===== config.mk =====
export PLATFORM = sky130hd
export DESIGN_NAME = seq_event_log_flat
export DESIGN_NICKNAME = d
export VERILOG_FILES = /design/src/rtl/seq_event_log_if.sv /design/src/rtl/seq_event_log.sv /design/src/flat_wrapper.sv
export SDC_FILE = /design/constraint.sdc
export NUM_CORES = 1
export LEC_CHECK = 0
export ABC_CLOCK_PERIOD_IN_PS = 4400
export CORE_MARGIN = 2
export CORE_UTILIZATION = 50
export CTS_CLUSTER_DIAMETER = 100
export DETAILED_ROUTE_END_ITERATION = 12
export GPL_TIMING_DRIVEN = 0
export PLACE_DENSITY = 0.7
export SYNTH_ARGS = -nofsm -noshare
export SYNTH_HDL_FRONTEND = slang
export SYNTH_SLANG_ARGS = --single-unit

===== constraint.sdc =====
create_clock -name clk -period 4.4 [get_ports clk]
set_clock_uncertainty 0.1 [all_clocks]
set_input_delay 1.1 -clock clk [delete_from_list [all_inputs] [get_ports clk]]
set_output_delay 1.1 -clock clk [all_outputs]
set_load 0.005 [all_outputs]

===== src/rtl/seq_event_log_if.sv =====
`default_nettype none
// ============================================================================
// Module      : seq_event_log_if
// Description : Bundles the event-logger signals between the detector/display
//               side (master) and the logger itself (slave).
//               seq_det, max_tick, step : master -> slave
//               hex0..hex3, count, empty, full, overflow : slave -> master
// Revision    : 1.0 - initial release
// ============================================================================
interface seq_event_log_if;
  logic       seq_det;   // one-cycle pulse per detected sequence
  logic       max_tick;  // one-cycle pulse at the end of each LFSR period
  logic       step;      // debounced button level
  logic [3:0] hex0;      // head timestamp bits [3:0]
  logic [3:0] hex1;      // head timestamp bits [7:4]
  logic [3:0] hex2;      // head timestamp bits [11:8]
  logic [3:0] hex3;      // head timestamp bits [15:12]
  logic [4:0] count;     // stored entries
  logic       empty;
  logic       full;
  logic       overflow;  // sticky: a detection was dropped

  modport master (
    output seq_det, max_tick, step,
    input  hex0, hex1, hex2, hex3, count, empty, full, overflow
  );

  modport slave (
    input  seq_det, max_tick, step,
    output hex0, hex1, hex2, hex3, count, empty, full, overflow
  );
endinterface
`default_nettype wire


===== src/rtl/seq_event_log.sv =====
`default_nettype none
// ============================================================================
// Module      : seq_event_log
// Description : Timestamps sequence detections within the current LFSR period
//               and queues them in a small FIFO. The head entry is shown as
//               four hex digits; a rising edge on the step button pops it.
// Ports       : clk   - system clock
//               reset - synchronous, active-low reset
//               bus   - seq_event_log_if.slave (seq_det, max_tick, step in;
//                       hex0..hex3, count, empty, full, overflow out)
// Revision    : 1.0 - initial release
// ============================================================================
module seq_event_log #(
  parameter int DEPTH = 8,
  parameter int TS_W  = 16
) (
  input  wire             clk,
  input  wire             reset,
  seq_event_log_if.slave  bus
);

  localparam int         PTR_W   = (DEPTH > 1) ? $clog2(DEPTH) : 1;
  localparam logic [4:0] C_DEPTH = 5'(DEPTH);

  typedef enum logic [0:0] {
    S_IDLE    = 1'b0,
    S_PRESSED = 1'b1
  } step_state_t;

  logic [TS_W-1:0]  r_ts;
  logic [TS_W-1:0]  r_mem [DEPTH];
  logic [PTR_W-1:0] r_wr_ptr;
  logic [PTR_W-1:0] r_rd_ptr;
  logic [4:0]       r_count;
  logic             r_empty;
  logic             r_full;
  logic             r_overflow;
  logic [TS_W-1:0]  r_disp;
  step_state_t      r_state;

  logic w_pop_req;
  logic w_pop;
  logic w_push;

  // The pop request is decoded from the FSM state and the live button level,
  // so the FIFO pops on the very edge that moves the FSM to PRESSED.
  assign w_pop_req = (r_state == S_IDLE) && bus.step;
  assign w_pop     = w_pop_req && (r_count != 5'd0);
  // When full, a same-edge pop frees the slot the push needs.
  assign w_push    = bus.seq_det && ((r_count < C_DEPTH) || w_pop);

  // Step detector: one request per press, none while held.
  always_ff @(posedge clk) begin
    if (!reset) begin
      r_state <= S_IDLE;
    end else begin
      case (r_state)
        S_IDLE:    if (bus.step)  r_state <= S_PRESSED;
        S_PRESSED: if (!bus.step) r_state <= S_IDLE;
        default:   r_state <= S_IDLE;
      endcase
    end
  end

  // Position within the LFSR period; saturates rather than wrapping so a
  // missing max_tick shows up as 0xFFFF instead of a bogus small value.
  always_ff @(posedge clk) begin
    if (!reset) begin
      r_ts <= '0;
    end else if (bus.max_tick) begin
      r_ts <= '0;
    end else if (r_ts != {TS_W{1'b1}}) begin
      r_ts <= r_ts + TS_W'(1);
    end
  end

  // Storage needs no reset; count/pointers define what is valid.
  always_ff @(posedge clk) begin
    if (w_push) begin
      r_mem[r_wr_ptr] <= r_ts;
    end
  end

  always_ff @(posedge clk) begin
    if (!reset) begin
      r_wr_ptr   <= '0;
      r_rd_ptr   <= '0;
      r_count    <= 5'd0;
      r_empty    <= 1'b1;
      r_full     <= 1'b0;
      r_overflow <= 1'b0;
    end else begin
      if (w_push) r_wr_ptr <= r_wr_ptr + PTR_W'(1);
      if (w_pop)  r_rd_ptr <= r_rd_ptr + PTR_W'(1);

      case ({w_push, w_pop})
        2'b10: begin
          r_count <= r_count + 5'd1;
          r_empty <= 1'b0;
          r_full  <= (r_count + 5'd1 == C_DEPTH);
        end
        2'b01: begin
          r_count <= r_count - 5'd1;
          r_empty <= (r_count == 5'd1);
          r_full  <= 1'b0;
        end
        default: ;
      endcase

      if (bus.seq_det && !w_push) r_overflow <= 1'b1;
    end
  end

  // Display follows the head one edge behind the FIFO state.
  always_ff @(posedge clk) begin
    if (!reset) begin
      r_disp <= '0;
    end else if (r_count == 5'd0) begin
      r_disp <= '0;
    end else begin
      r_disp <= r_mem[r_rd_ptr];
    end
  end

  assign bus.hex0     = r_disp[3:0];
  assign bus.hex1     = r_disp[7:4];
  assign bus.hex2     = r_disp[11:8];
  assign bus.hex3     = r_disp[15:12];
  assign bus.count    = r_count;
  assign bus.empty    = r_empty;
  assign bus.full     = r_full;
  assign bus.overflow = r_overflow;

endmodule
`default_nettype wire


===== src/flat_wrapper.sv =====
// flat-port wrapper written by rule: the top's interface ports become plain ports
module seq_event_log_flat 
#(
  parameter int DEPTH = 8,
  parameter int TS_W  = 16
)
  (clk, reset, bus_seq_det, bus_max_tick, bus_step, bus_hex0, bus_hex1, bus_hex2, bus_hex3, bus_count, bus_empty, bus_full, bus_overflow);
  seq_event_log_if bus_i ();
  input  wire clk;
  input  wire reset;
  input wire logic [$bits(bus_i.seq_det)-1:0] bus_seq_det;
  input wire logic [$bits(bus_i.max_tick)-1:0] bus_max_tick;
  input wire logic [$bits(bus_i.step)-1:0] bus_step;
  output wire logic [$bits(bus_i.hex0)-1:0] bus_hex0;
  output wire logic [$bits(bus_i.hex1)-1:0] bus_hex1;
  output wire logic [$bits(bus_i.hex2)-1:0] bus_hex2;
  output wire logic [$bits(bus_i.hex3)-1:0] bus_hex3;
  output wire logic [$bits(bus_i.count)-1:0] bus_count;
  output wire logic [$bits(bus_i.empty)-1:0] bus_empty;
  output wire logic [$bits(bus_i.full)-1:0] bus_full;
  output wire logic [$bits(bus_i.overflow)-1:0] bus_overflow;
  assign bus_i.seq_det = bus_seq_det;
  assign bus_i.max_tick = bus_max_tick;
  assign bus_i.step = bus_step;
  assign bus_hex0 = bus_i.hex0;
  assign bus_hex1 = bus_i.hex1;
  assign bus_hex2 = bus_i.hex2;
  assign bus_hex3 = bus_i.hex3;
  assign bus_count = bus_i.count;
  assign bus_empty = bus_i.empty;
  assign bus_full = bus_i.full;
  assign bus_overflow = bus_i.overflow;
  seq_event_log #(.DEPTH(DEPTH), .TS_W(TS_W)) u_core (.clk(clk), .reset(reset), .bus(bus_i));
endmodule

==> impl_results.md <==
* Status: finished clean
* First-pass GRT wire length at 20700 um
* Num CTS Buffers at 17
* Top-area cell type share of the netlist area at 55.9%
* Top cell type by total area after synthesis: edfxtp_1
* Drt initial violations at around 280
* Async SR Flop Fraction at 0%
* Avg Cell Area, Syn at 16.6 um2
* Worst EP required at 4440 ps
* Synth Register Bits at between 150 and 200
* Post-route ant nets at 0
* Tightest Pin Transition at 920 ps
* Worst setup SP type: primary input
* Root Driver: clkbuf_16
* Worst EP arrival at 3370 ps
* RSZ-0062 raised after global routing: no
* Wirelength per Cell at around 20 um
* Max cap viols at 0
* CTS tree: done
* Synth unique cells at 51
* Initial core utilization at about half
* Worst-path fanout max at 9
* Hold WS at 388 ps
* Mapped Nets at 430
* Most common flop cell mapped by yosys: edfxtp_1
* # Post-CTS Setup Buffers at 0
* I/O Buffers at 28
* FF-to-FF Start: u_core.bus.count[0]
* Clock slew at reported path FFs at 60 ps
* Worst hold path class: flop to flop
* Diode count at 0
* Routed Wire Length at 13200 um
* Via count at ~3800
* Slew margin rel. at 38.4%
* Post-synth EDFFs at 128
* Post-CTS resize count at 0
* # rows at 42
* Share of layout cells above drive strength 1 at 19.7%
* Tmin final at 3330 ps
* Clock sink total at roughly 180
* Htree depth at 4
* Post-DP HPWL at 8510 um
* Pwr/cell area at 509 nW/um2
* Setup Slack @ Placement at about 570 ps
* Sequential share of the synthesized area at 69.6%
* Setup CP Type: primary input to flop
* Final nets at 485
* Most frequent cell after synthesis: edfxtp_1
* Drt pass-1 iters at 5
* Antenna violations before repair at 0
* Die width at 121 um
* Later-pin clock latency in the skew report at 430 ps
* Vias in the first global route at 3706
* Clock Path Buffers at 2
* Die area at 14700 um2
* Cts hold-fix bufs at 0
* F_max at 0.300 GHz
* Hold Path Origin: u_core.bus.overflow
* Tot GR Track Use at 19.6%
* Part of the cycle the worst path needs at 75.7%
* Worst Setup SP: bus_step
* Final Wtd Congestion at 0.795
* Largest net degree at the start of global routing at 17
* Residual DRC at 0
* Critical path endpoint category: flop
* Via density at 5.71
* Final WS setup at around 1100 ps
* Fin. Hold Viols at 0
* IO Pins at 29
* Slew Limit Fails at 0
* Final setup violation count at 0
* Dominant cells by area after synthesis: edfxtp_1 56%, dfxtp_1 14%, mux4_2 10%
* Pleak at 2.64 nW
* Layout area overhead at 18.4%
* Top cells by count, synth: 128 x edfxtp_1, 47 x dfxtp_1, 32 x mux4_2, 29 x nor2_1, 20 x mux2i_1
* Mapped Area at 6870 um2
* Syn Inst Count at 415
* Core box area at 13300 um2
* YS warnings at 0
* Die Ht at 121 um
* VDD IR-drop max at 0.325 mV
* GR Overflow Total at 0
[critical path, stage by stage]
cell             delay [ps]
clkdlybuf4s50_1         460
and2b_1                 240
o21ai_1                 200
or2_2                   390
nor3_2                  710
buf_6                   260
[report_power, final]
part	switching (mW)	leakage [nW]	internal, mW
logic	0.326	0.781	0.380
clock network	0.600	0.302	0.928
registers	0.0508	1.56	1.85
total	0.976	2.64	3.16
[layer usage]
metal  global-route usage (%)  routed length [um]  vias up
met5                        0                   0        -
met4                     7.33                 212        0
met3                     4.93                 716       15
met2                     31.2                6480      111
met1                     26.3                5780     1897
li1                         -                   -     1737
[stage by stage]
| step | cells | cell area [um2] | power (mW) | util [%] | setup TNS (ps) |
|---|---|---|---|---|---|
| 2_1_floorplan | 415 | 6870 | 2.41 | - | 0 |
| 3_3_place_gp | 619 | 7370 | 2.63 | 55.2 | -15290 |
| 3_5_place_dp | 627 | 7520 | 2.65 | 56.3 | 0 |
| 4_1_cts | 659 | 8140 | 4.17 | 60.9 | 0 |
| 5_1_grt | 659 | 8140 | 4.31 | 60.9 | 0 |
| 6_report | 659 | 8140 | 4.14 | 60.9 | 0 |
[kinds of logic after synthesis]
group                    after synthesis  synth area share (%)
AO/OA/AOI/OAI                         42                  3.62
XOR/XNOR                               7                 0.892
adder cells (fa/ha/maj)               10                  1.82
buffers and inverters                 21                  1.86
flip-flops                           175                  69.6
multiplexers                          52                  13.4
AND/OR/NAND/NOR                      108                  8.79
[cell usage in the layout (no fill, tap or decap), types with 3 or more instances in the layout]
cell type	count
edfxtp_1	128
dfxtp_1	47
mux4_2	32
clkdlybuf4s50_1	28
nor2_1	23
mux2i_1	20
clkbuf_16	20
a21oi_1	15
nand2_1	13
nand3_1	10
ha_1	10
clkbuf_1	9
buf_6	8
and2_1	8
o21ai_1	6
nor2_2	6
nor2b_1	6
nor3_1	6
or3_1	6
o21ai_0	6
buf_2	4
clkbuf_8	4
nand4_1	4
a31oi_1	4
xor2_1	4
inv_1	3
o211ai_1	3
nand2b_1	3
and4_1	3
xnor2_1	3
buf_8	3
[final timing paths]
path	end	slack [ps]	cells after the start
worst min-delay path	u_core.bus.overflow	390	2
worst max register to register	u_core.bus.count[4]	1720	10
worst min register to register	u_core.bus.overflow	390	2
worst max-delay path	u_core.r_mem[0][9]	1070	6
[area by class of cell]
type                    instances  area (um2)
plain buffers                  18         116
clock buffers                  26         553
clock inverters                 6        66.3
fillers                       994        5210
inverters                       3        11.3
multi-input cells             219        1990
flip-flops and latches        175        4780
well taps                     176         220
repair buffers                 36         398
[flip-flops by register name, indices dropped and copies added (netlist names)]
name,flops
u_core.bus.count,5
u_core.bus.empty,1
u_core.bus.full,1
u_core.bus.overflow,1
u_core.r_disp,16
u_core.r_mem,128
u_core.r_rd_ptr,3
u_core.r_state,1
u_core.r_ts,16
u_core.r_wr_ptr,3
(Power assumes the default switching activity.)
